`src/rtl/uart_tx_periph.sv`:
```
`default_nettype none
// ============================================================================
// Module   : uart_tx_periph
// Brief    : Bus-mapped 8N1 UART transmitter with TX FIFO and status register
// Revision : 1.0 - initial release
// ============================================================================
module uart_tx_periph #(
   parameter int FIFO_DEPTH   = 8,
   parameter int CLKS_PER_BIT = 16
) (
   input  logic        clk_i,
   input  logic        reset_ni,
   input  logic        sel_i,
   input  logic        re_i,
   input  logic        we_i,
   input  logic [3:0]  addr_i,
   input  logic [31:0] wdata_i,
   output logic [31:0] rdata_o,
   output logic        tx_o
);

   localparam int c_AW = $clog2(FIFO_DEPTH);
   localparam int c_BW = $clog2(CLKS_PER_BIT);
   localparam logic [c_AW:0]   c_DEPTH     = (c_AW + 1)'(FIFO_DEPTH);
   localparam logic [c_BW-1:0] c_BAUD_LAST = c_BW'(CLKS_PER_BIT - 1);

   localparam logic [1:0] c_IDLE  = 2'd0;
   localparam logic [1:0] c_START = 2'd1;
   localparam logic [1:0] c_DATA  = 2'd2;
   localparam logic [1:0] c_STOP  = 2'd3;

   logic [7:0]      r_mem [FIFO_DEPTH];
   logic [c_AW-1:0] r_wr_ptr;
   logic [c_AW-1:0] r_rd_ptr;
   logic [c_AW:0]   r_count;
   logic            r_ovf;

   logic [1:0]      r_state;
   logic [c_BW-1:0] r_baud;
   logic [2:0]      r_bit;
   logic [7:0]      r_shift;
   logic            r_tx;

   logic w_push_req, w_push, w_ovf_set, w_ovf_clr;
   logic w_not_empty, w_baud_end, w_pop, w_busy;
   logic [7:0]  w_head;
   logic [31:0] w_status;
   logic        w_unused_wdata;

   assign w_push_req  = sel_i & we_i & (addr_i == 4'h0);
   assign w_push      = w_push_req & (r_count < c_DEPTH);
   assign w_ovf_set   = w_push_req & ~w_push;
   assign w_ovf_clr   = sel_i & we_i & (addr_i == 4'h4) & wdata_i[3];
   assign w_not_empty = (r_count != '0);
   assign w_baud_end  = (r_baud == c_BAUD_LAST);
   // A byte leaves the FIFO when idle, or at the end of a stop bit for back-to-back frames
   assign w_pop       = w_not_empty & ((r_state == c_IDLE) | ((r_state == c_STOP) & w_baud_end));
   assign w_busy      = (r_state != c_IDLE);
   assign w_head      = r_mem[r_rd_ptr];
   assign w_status    = {19'd0, 5'(r_count), 4'd0, r_ovf, w_busy,
                         (r_count == c_DEPTH), ~w_not_empty};
   assign w_unused_wdata = ^wdata_i[31:8];

   always_comb begin
      rdata_o = '0;
      if (sel_i && re_i && (addr_i == 4'h4)) rdata_o = w_status;
   end

   always_ff @(posedge clk_i) begin
      if (w_push) r_mem[r_wr_ptr] <= wdata_i[7:0];
   end

   always_ff @(posedge clk_i) begin
      if (!reset_ni) begin
         r_wr_ptr <= '0;
         r_rd_ptr <= '0;
         r_count  <= '0;
         r_ovf    <= 1'b0;
      end else begin
         if (w_push) r_wr_ptr <= r_wr_ptr + 1'b1;
         if (w_pop)  r_rd_ptr <= r_rd_ptr + 1'b1;
         case ({w_push, w_pop})
            2'b10:   r_count <= r_count + 1'b1;
            2'b01:   r_count <= r_count - 1'b1;
            default: r_count <= r_count;
         endcase
         if (w_ovf_set)      r_ovf <= 1'b1;
         else if (w_ovf_clr) r_ovf <= 1'b0;
      end
   end

   // r_tx is loaded with the level of the state being entered, so the line is registered
   always_ff @(posedge clk_i) begin
      if (!reset_ni) begin
         r_state <= c_IDLE;
         r_baud  <= '0;
         r_bit   <= '0;
         r_shift <= '0;
         r_tx    <= 1'b1;
      end else begin
         case (r_state)
            c_IDLE: begin
               if (w_pop) begin
                  r_shift <= w_head;
                  r_baud  <= '0;
                  r_state <= c_START;
                  r_tx    <= 1'b0;
               end
            end
            c_START: begin
               if (w_baud_end) begin
                  r_baud  <= '0;
                  r_bit   <= '0;
                  r_state <= c_DATA;
                  r_tx    <= r_shift[0];
               end else begin
                  r_baud <= r_baud + 1'b1;
               end
            end
            c_DATA: begin
               if (w_baud_end) begin
                  r_baud <= '0;
                  if (r_bit == 3'd7) begin
                     r_state <= c_STOP;
                     r_tx    <= 1'b1;
                  end else begin
                     r_shift <= r_shift >> 1;
                     r_tx    <= r_shift[1];
                     r_bit   <= r_bit + 1'b1;
                  end
               end else begin
                  r_baud <= r_baud + 1'b1;
               end
            end
            c_STOP: begin
               if (w_baud_end) begin
                  r_baud <= '0;
                  if (w_not_empty) begin
                     r_shift <= w_head;
                     r_state <= c_START;
                     r_tx    <= 1'b0;
                  end else begin
                     r_state <= c_IDLE;
                  end
               end else begin
                  r_baud <= r_baud + 1'b1;
               end
            end
         endcase
      end
   end

   assign tx_o = r_tx;

endmodule
`default_nettype wire

```
`config.mk`:
```
export PLATFORM = sky130hd
export DESIGN_NAME = uart_tx_periph
export DESIGN_NICKNAME = d
export VERILOG_FILES = /design/src/rtl/uart_tx_periph.sv
export SDC_FILE = /design/constraint.sdc
export NUM_CORES = 1
export LEC_CHECK = 0
export CAP_MARGIN = 40
export CORE_AREA = 5 5 101 103
export CTS_CLUSTER_SIZE = 25
export DETAILED_ROUTE_END_ITERATION = 16
export DIE_AREA = 0 0 106 108
export GPL_TIMING_DRIVEN = 0
export MAX_ROUTING_LAYER = met4
export PLACE_DENSITY = 0.81
export SYNTH_ARGS = -nofsm -noshare
export SYNTH_HDL_FRONTEND = slang
export SYNTH_SLANG_ARGS = --single-unit
```
`constraint.sdc`:
```
create_clock -name clk_i -period 3.5 [get_ports clk_i]
set_input_delay 0.7 -clock clk_i [delete_from_list [all_inputs] [get_ports clk_i]]
set_output_delay 0.7 -clock clk_i [all_outputs]
set_load 0.01 [all_outputs]
```
==> results.cfg, run 1 <==
[run_status]
outcome = completed

[timing]
setup_viol = 0
worst_pin_slew_ps = 860
finalHoldViolCount = 0
min_period_over_period_pct = 91.9
fmax_mhz = 311
rsz0062_at_grt = no
timing.setup.tns_ps = 0
slew_violations = 0
relSlewSlack_pct = 42.5
final.min_clock_period_ps = 3220
fin_worst_skew_ps = 10.3

[finish]
drive_gt1_share_pct = 15.7
area_growth_syn_to_layout_pct = 16.7
n_fill_cell = 747
fin_nets = 482
diodes = 0
multi_input_area_um2 = 1710
final-seq-area_um2 = 2560
final_cell_area_um2 = 5200

[drt]
topRoutingLayerUsed = met4
num_vias = 2965
met1_length_um = 3710
dr_wl_met3_um = 461
wl_met2_um = 4330
dr.pass1.iters = 4
drc_errors = 0
drtIter0Drc = 107
detail-route-antenna-nets = 0
routedWlPerCell_um = 15.9
postRouteWirelength_um = 8670
vias_per_cell = 5.45

[die]
die_y_um = 108
fp.dieW_um = 106
dieArea_um2 = 11400
start_util_pct = 48.9
io_pins = 74
coreArea_um2 = 9110
floorplan.rows = 35

[critical_path]
critical_path.cell_chain = clkdlybuf4s50_1 > nor4b_1 > buf_2 > and3_1 > and3_1 > clkdlybuf4s50_1
cp_top_family = buffers and inverters
critPathSlowestCell = clkdlybuf4s50_1
path_max_fanout = 7
cp.required_ps = 2800
end_kind = primary output
crit_arrival_ps = 2520
r2r_cells = 11
cp.depth = 6
slowest_delay_ps = 530
cp.buffers_inverters = 3
regToRegSetupSlack_ps = 800
start_kind = primary input
setup.worst_path.class = in2out

[grt]
grt_max_degree = 17
grt_overflow = 0
antenna_found_initial = 0
grt_use_total_pct = 16.1
grt_pass1_wl_um = 14100
grt_pass1_vias = 2870

[worst_hold_path]
hold_class = reg2reg
hold_depth = 2

[clock_network]
cts_max_level = 3
clockRootBuffer = clkbuf_8
clkTransAtPathRegs_ps = 90
cts_setup_buffers = 0
cts_hold_buf = 0
cts_resized = 0
clk_latency_ps = 360
cts_tree = yes
cts_buffer_depth = 2
cts_inserted_buffers = 9
numClockSinks = 96

[logic_synthesis]
synth_seq_cells = 96
synth_ff_type = edfxtp_1
syn_inst = 362
syn-cell-area_um2 = 4460
yosysMostFrequentCell = edfxtp_1
synth_top_cell_by_area = edfxtp_1
synth_edf_count = 64
yosysWarningCount = 0
avgSynthCellArea_um2 = 12.3
synth_top_area_share_pct = 43.1
netlist-cell-type-count = 56
seq_area_frac_synth_pct = 57.5
synthArstFlopShare_pct = 0
synth_common_cells = 64 x edfxtp_1, 32 x dfxtp_1, 31 x nor2_1, 27 x mux2i_1, 24 x buf_4
synth_area_leaders = edfxtp_1 43%, dfxtp_1 14%, mux2i_1 6.1%

[job]
max-cap-violations = 0

[placement]
post_dp_cell_area_um2 = 4980
portBuffers = 24
gp_congestion = 0.801
place_hpwl_um = 6190

[power]
p_per_area_nw_per_um2 = 603
leakagePower_nw = 1.89
vdd.ir_drop.worst_mv = 0.392
[sequential cells by signal, summed over array words and instances (netlist names), named ones only]
register	count
r_ovf	1
tx_o	1
r_bit	3
r_rd_ptr	3
r_mem	64
r_wr_ptr	3
r_shift	8
r_baud	4
r_state	2
r_count	4
[cells in the final DEF, fill, tap and decap left out, types with 5 or more instances in the layout]
| cell | n |
|---|---|
| buf_4 | 28 |
| inv_1 | 6 |
| nand2_1 | 16 |
| mux2i_1 | 27 |
| clkdlybuf4s50_1 | 24 |
| ha_1 | 13 |
| dfxtp_1 | 32 |
| o21ai_0 | 10 |
| a2111oi_2 | 5 |
| mux4_2 | 5 |
| edfxtp_1 | 64 |
| a22oi_1 | 12 |
| xor2_1 | 5 |
| nand3_1 | 6 |
| buf_2 | 6 |
| clkbuf_8 | 9 |
| clkbuf_1 | 7 |
| nor2_1 | 31 |
| conb_1 | 24 |
| and2_1 | 6 |
| nor3_1 | 6 |
| a21oi_1 | 23 |
[final timing paths]
path	startpoint	end
setup reg to reg	r_count[1]	r_count[2]
hold reg to reg	r_shift[6]	r_shift[6]
hold / removal	r_shift[6]	r_shift[6]
setup / recovery	addr_i[3]	rdata_o[1]
[metal layers]
layer | GRT usage, % | vias to the layer above
met2 | 27.1 | 82
met3 | 3.46 | 17
met5 | - | -
met1 | 19.0 | 1422
li1 | - | 1444
met4 | 6.57 | 0
[power breakdown]
group	leakage (nW)	internal (W)	switching, W	total (W)
sequential	0.835	0.00127	0.0000557	0.00133
clock	0.109	0.000403	0.000385	0.000788
combinational	0.944	0.000446	0.000571	0.00102
total	1.89	0.00212	0.00101	0.00313
[cells by family after synthesis]
family | Yosys count | synth area share (%)
fa+ha+maj | 13 | 3.65
mux | 32 | 8.59
other cells | 1 | 0.0841
simple gates | 92 | 10.3
xor+xnor | 7 | 1.38
flops | 96 | 57.5
buf+inv | 44 | 6.31
compound gates | 77 | 12.2
[area by class of cell]
cell class,instances,area share [%]
clock buffers,9,2.38
plain buffers,38,4.98
well taps,111,2.67
repair buffers,32,5.58
flip-flops and latches,96,49.3
clock inverters,7,1.80
multi-input cells,245,32.9
inverters,6,0.433
[worst min-delay path, delay by kind of cell (launching register included)]
family	cells	cell delay (ps)
flops	1	320
compound gates	1	60
simple gates	1	50
[metrics by stage]
| stage | cells | util [%] | setup WS (ps) | hold WS [ps] | total power, W |
|---|---|---|---|---|---|
| floorplan | 385 | - | 307 | 447 | 0.00214 |
| global placement | 520 | 54.1 | -832 | 466 | 0.00232 |
| detailed placement | 527 | 54.7 | 65.5 | 466 | 0.00236 |
| CTS | 543 | 57.1 | 279 | 480 | 0.00313 |
| global route | 544 | 57.1 | 156 | 523 | 0.00331 |
| finish | 544 | 57.1 | 282 | 482 | 0.00313 |
No activity file was read; power rests on OpenSTA's default activity.
==> run 2: changes to the inputs <==
--- a/config.mk
+++ b/config.mk
@@ -6,13 +6,14 @@
 export NUM_CORES = 1
 export LEC_CHECK = 0
 export CAP_MARGIN = 40
-export CORE_AREA = 5 5 101 103
+export CORE_AREA = 2 2 98 100
 export CTS_CLUSTER_SIZE = 25
 export DETAILED_ROUTE_END_ITERATION = 16
-export DIE_AREA = 0 0 106 108
+export DIE_AREA = 0 0 100 102
 export GPL_TIMING_DRIVEN = 0
 export MAX_ROUTING_LAYER = met4
-export PLACE_DENSITY = 0.81
+export PLACE_DENSITY = 0.7
+export RECOVER_POWER = 25
 export SYNTH_ARGS = -nofsm -noshare
 export SYNTH_HDL_FRONTEND = slang
 export SYNTH_SLANG_ARGS = --single-unit
==> run 2 against run 1 <==
  * Via count shrank 2.1%
  * Non-clock buffer count is the same
  * Core utilization shrank 0.41 points
  * Sequential power is essentially flat
  * Sequential cell count is the same
  * Clock power shrank 15%
  * Sequential share of layout area grew 0.36 points
  * Clock-buffer cell count is the same
  * Setup slack gained 46 ps
  * Total power shrank 4.1%
  * Largest power group unchanged
  * Clock skew grew 2.5 ps
  * Final area shrank 0.72%
==> results.cfg, run 2 (synthesis gave the netlist of run 1 again) <==
[run_status]
outcome = completed

[worst_hold_path]
min-delay-start = r_shift[6]
holdPathEnd = r_shift[6]
hold_class = reg2reg
hold_depth = 2

[timing]
fin_worst_skew_ps = 12.8
relSlewSlack_pct = 43.5
min_period_over_period_pct = 90.6
fmax_mhz = 315
slew_violations = 0
setup_slack_ps = 328
worst_pin_slew_ps = 843
rsz0062_at_grt = no
setup_viol = 0
finalHoldViolCount = 0
final.min_clock_period_ps = 3170

[clock_network]
cts_buffer_depth = 2
clkTransAtPathRegs_ps = 100
cts_tree = yes
clk_latency_ps = 360
cts_inserted_buffers = 9
cts_max_level = 3
clockRootBuffer = clkbuf_8
numClockSinks = 96

[grt]
grt_pass1_vias = 2730
grt_pass1_wl_um = 13800
antenna_found_initial = 0
grt_use_total_pct = 18.2
grt_max_degree = 18
grt_overflow = 0

[power]
vdd.ir_drop.worst_mv = 0.278
p_per_area_nw_per_um2 = 582
leakagePower_nw = 1.87

[drt]
drc_errors = 0
vias_per_cell = 5.34
num_vias = 2904
postRouteWirelength_um = 8540
detail-route-antenna-nets = 0
dr.pass1.iters = 4
routedWlPerCell_um = 15.7
drtIter0Drc = 123

[finish]
area_growth_syn_to_layout_pct = 15.9
layout_commonest_cell = edfxtp_1
fin_nets = 482
final_cell_area_um2 = 5160
largest_reg_flops = 64
drive_gt1_share_pct = 16.2
diodes = 0
top_register = r_mem
largest_registers = r_mem x64, r_shift x8
n_fill_cell = 782
final_cell_mix = 64 x edfxtp_1, 32 x dfxtp_1, 31 x nor2_1

[placement]
portBuffers = 24
post_dp_cell_area_um2 = 4980
place_ws_ps = -182
gp_congestion = 0.795
place_hpwl_um = 6090

[die]
die_y_um = 102
coreArea_um2 = 9110
io_pins = 74
fp.dieW_um = 100
floorplan.rows = 35
dieArea_um2 = 10200
start_util_pct = 48.9

[critical_path]
critPathSlowestCell = clkdlybuf4s50_1
r2r_cells = 11
slowest_delay_ps = 420
start_kind = primary input
r2r_end = r_count[2]
r2r_start = r_state[1]
cp.required_ps = 3790
cp_top_family = simple AND/OR/NAND/NOR gates
crit_arrival_ps = 3470
cp.buffers_inverters = 2
regToRegSetupSlack_ps = 820
path_max_fanout = 8
setup.worst_path.class = in2reg
end_kind = flop
crit_start = addr_i[3]
critical_path.cell_chain = clkdlybuf4s50_1 > nor4b_2 > buf_2 > nand3_1 > ha_1 > xor2_1 > ha_1 > a21oi_1 > xor2_1 > or3_1 > a21oi_1

[job]
max-cap-violations = 0
run 2: per-stage QoR:
stage	power, W	TNS (ps)	hold WS, ps	util [%]	instances
after floorplan	0.00214	0	447	-	385
after global placement	0.00233	-23650	464	54.1	520
after detailed placement	0.00236	-477	463	54.6	527
after CTS	0.00302	0	478	56.6	543
after global routing	0.00319	0	504	56.7	544
final	0.00301	0	479	56.7	544
run 2: layer usage:
| layer | track usage [%] | vias up | part of all wire, % |
|---|---|---|---|
| li1 | - | 1439 | - |
| met1 | 22.6 | 1389 | 44 |
| met2 | 30.8 | 69 | 50 |
| met3 | 3.08 | 7 | 5.0 |
| met4 | 5.80 | 0 | 0.84 |
| met5 | - | - | 0 |
run 2: power by group:
| part | leakage (nW) | internal, W | switching [W] |
|---|---|---|---|
| clock | 0.0879 | 0.000266 | 0.000400 |
| sequential | 0.835 | 0.00127 | 0.0000546 |
| combinational | 0.944 | 0.000441 | 0.000570 |
| total | 1.87 | 0.00198 | 0.00102 |
run 2: worst reg2reg max path, cell delays in order, from the launching register on:
cell and delay [ps]:
dfxtp_1 430, inv_1 110, ha_1 270, a41oi_1 300, nor2_1 170, ha_1 320, xor2_1 170, ha_1 180
a21oi_1 140, xor2_1 90, or3_1 300, a21oi_1 130
run 2: worst max-delay path by stage:
stage / depth (start not counted) / slack [ps] / end
after detailed placement: 11 / -180 / r_count[2]
after CTS: 11 / 190 / r_count[2]
after floorplan: 9 / 310 / r_count[2]
after global routing: 11 / 120 / r_count[2]
final: 11 / 330 / r_count[2]
after global placement: 4 / -940 / r_mem[0][5]
run 2: timing repair:
item | CTS | global route
gates resized for setup | 0 | 1
buffers inserted | 0 | 0
setup endpoints to repair | 0 | 1
hold buffers | 0 | 0
run 2: area by class of cell:
class                   instances  area (um2)  share of cell area, %
clock inverters                 7        53.8                   1.04
clock buffers                   9         124                   2.40
multi-input cells             245        1720                   33.3
repair buffers                 32         287                   5.55
well taps                     111         139                   2.69
flip-flops and latches         96        2560                   49.6
plain buffers                  38         259                   5.01
inverters                       6        22.5                  0.436
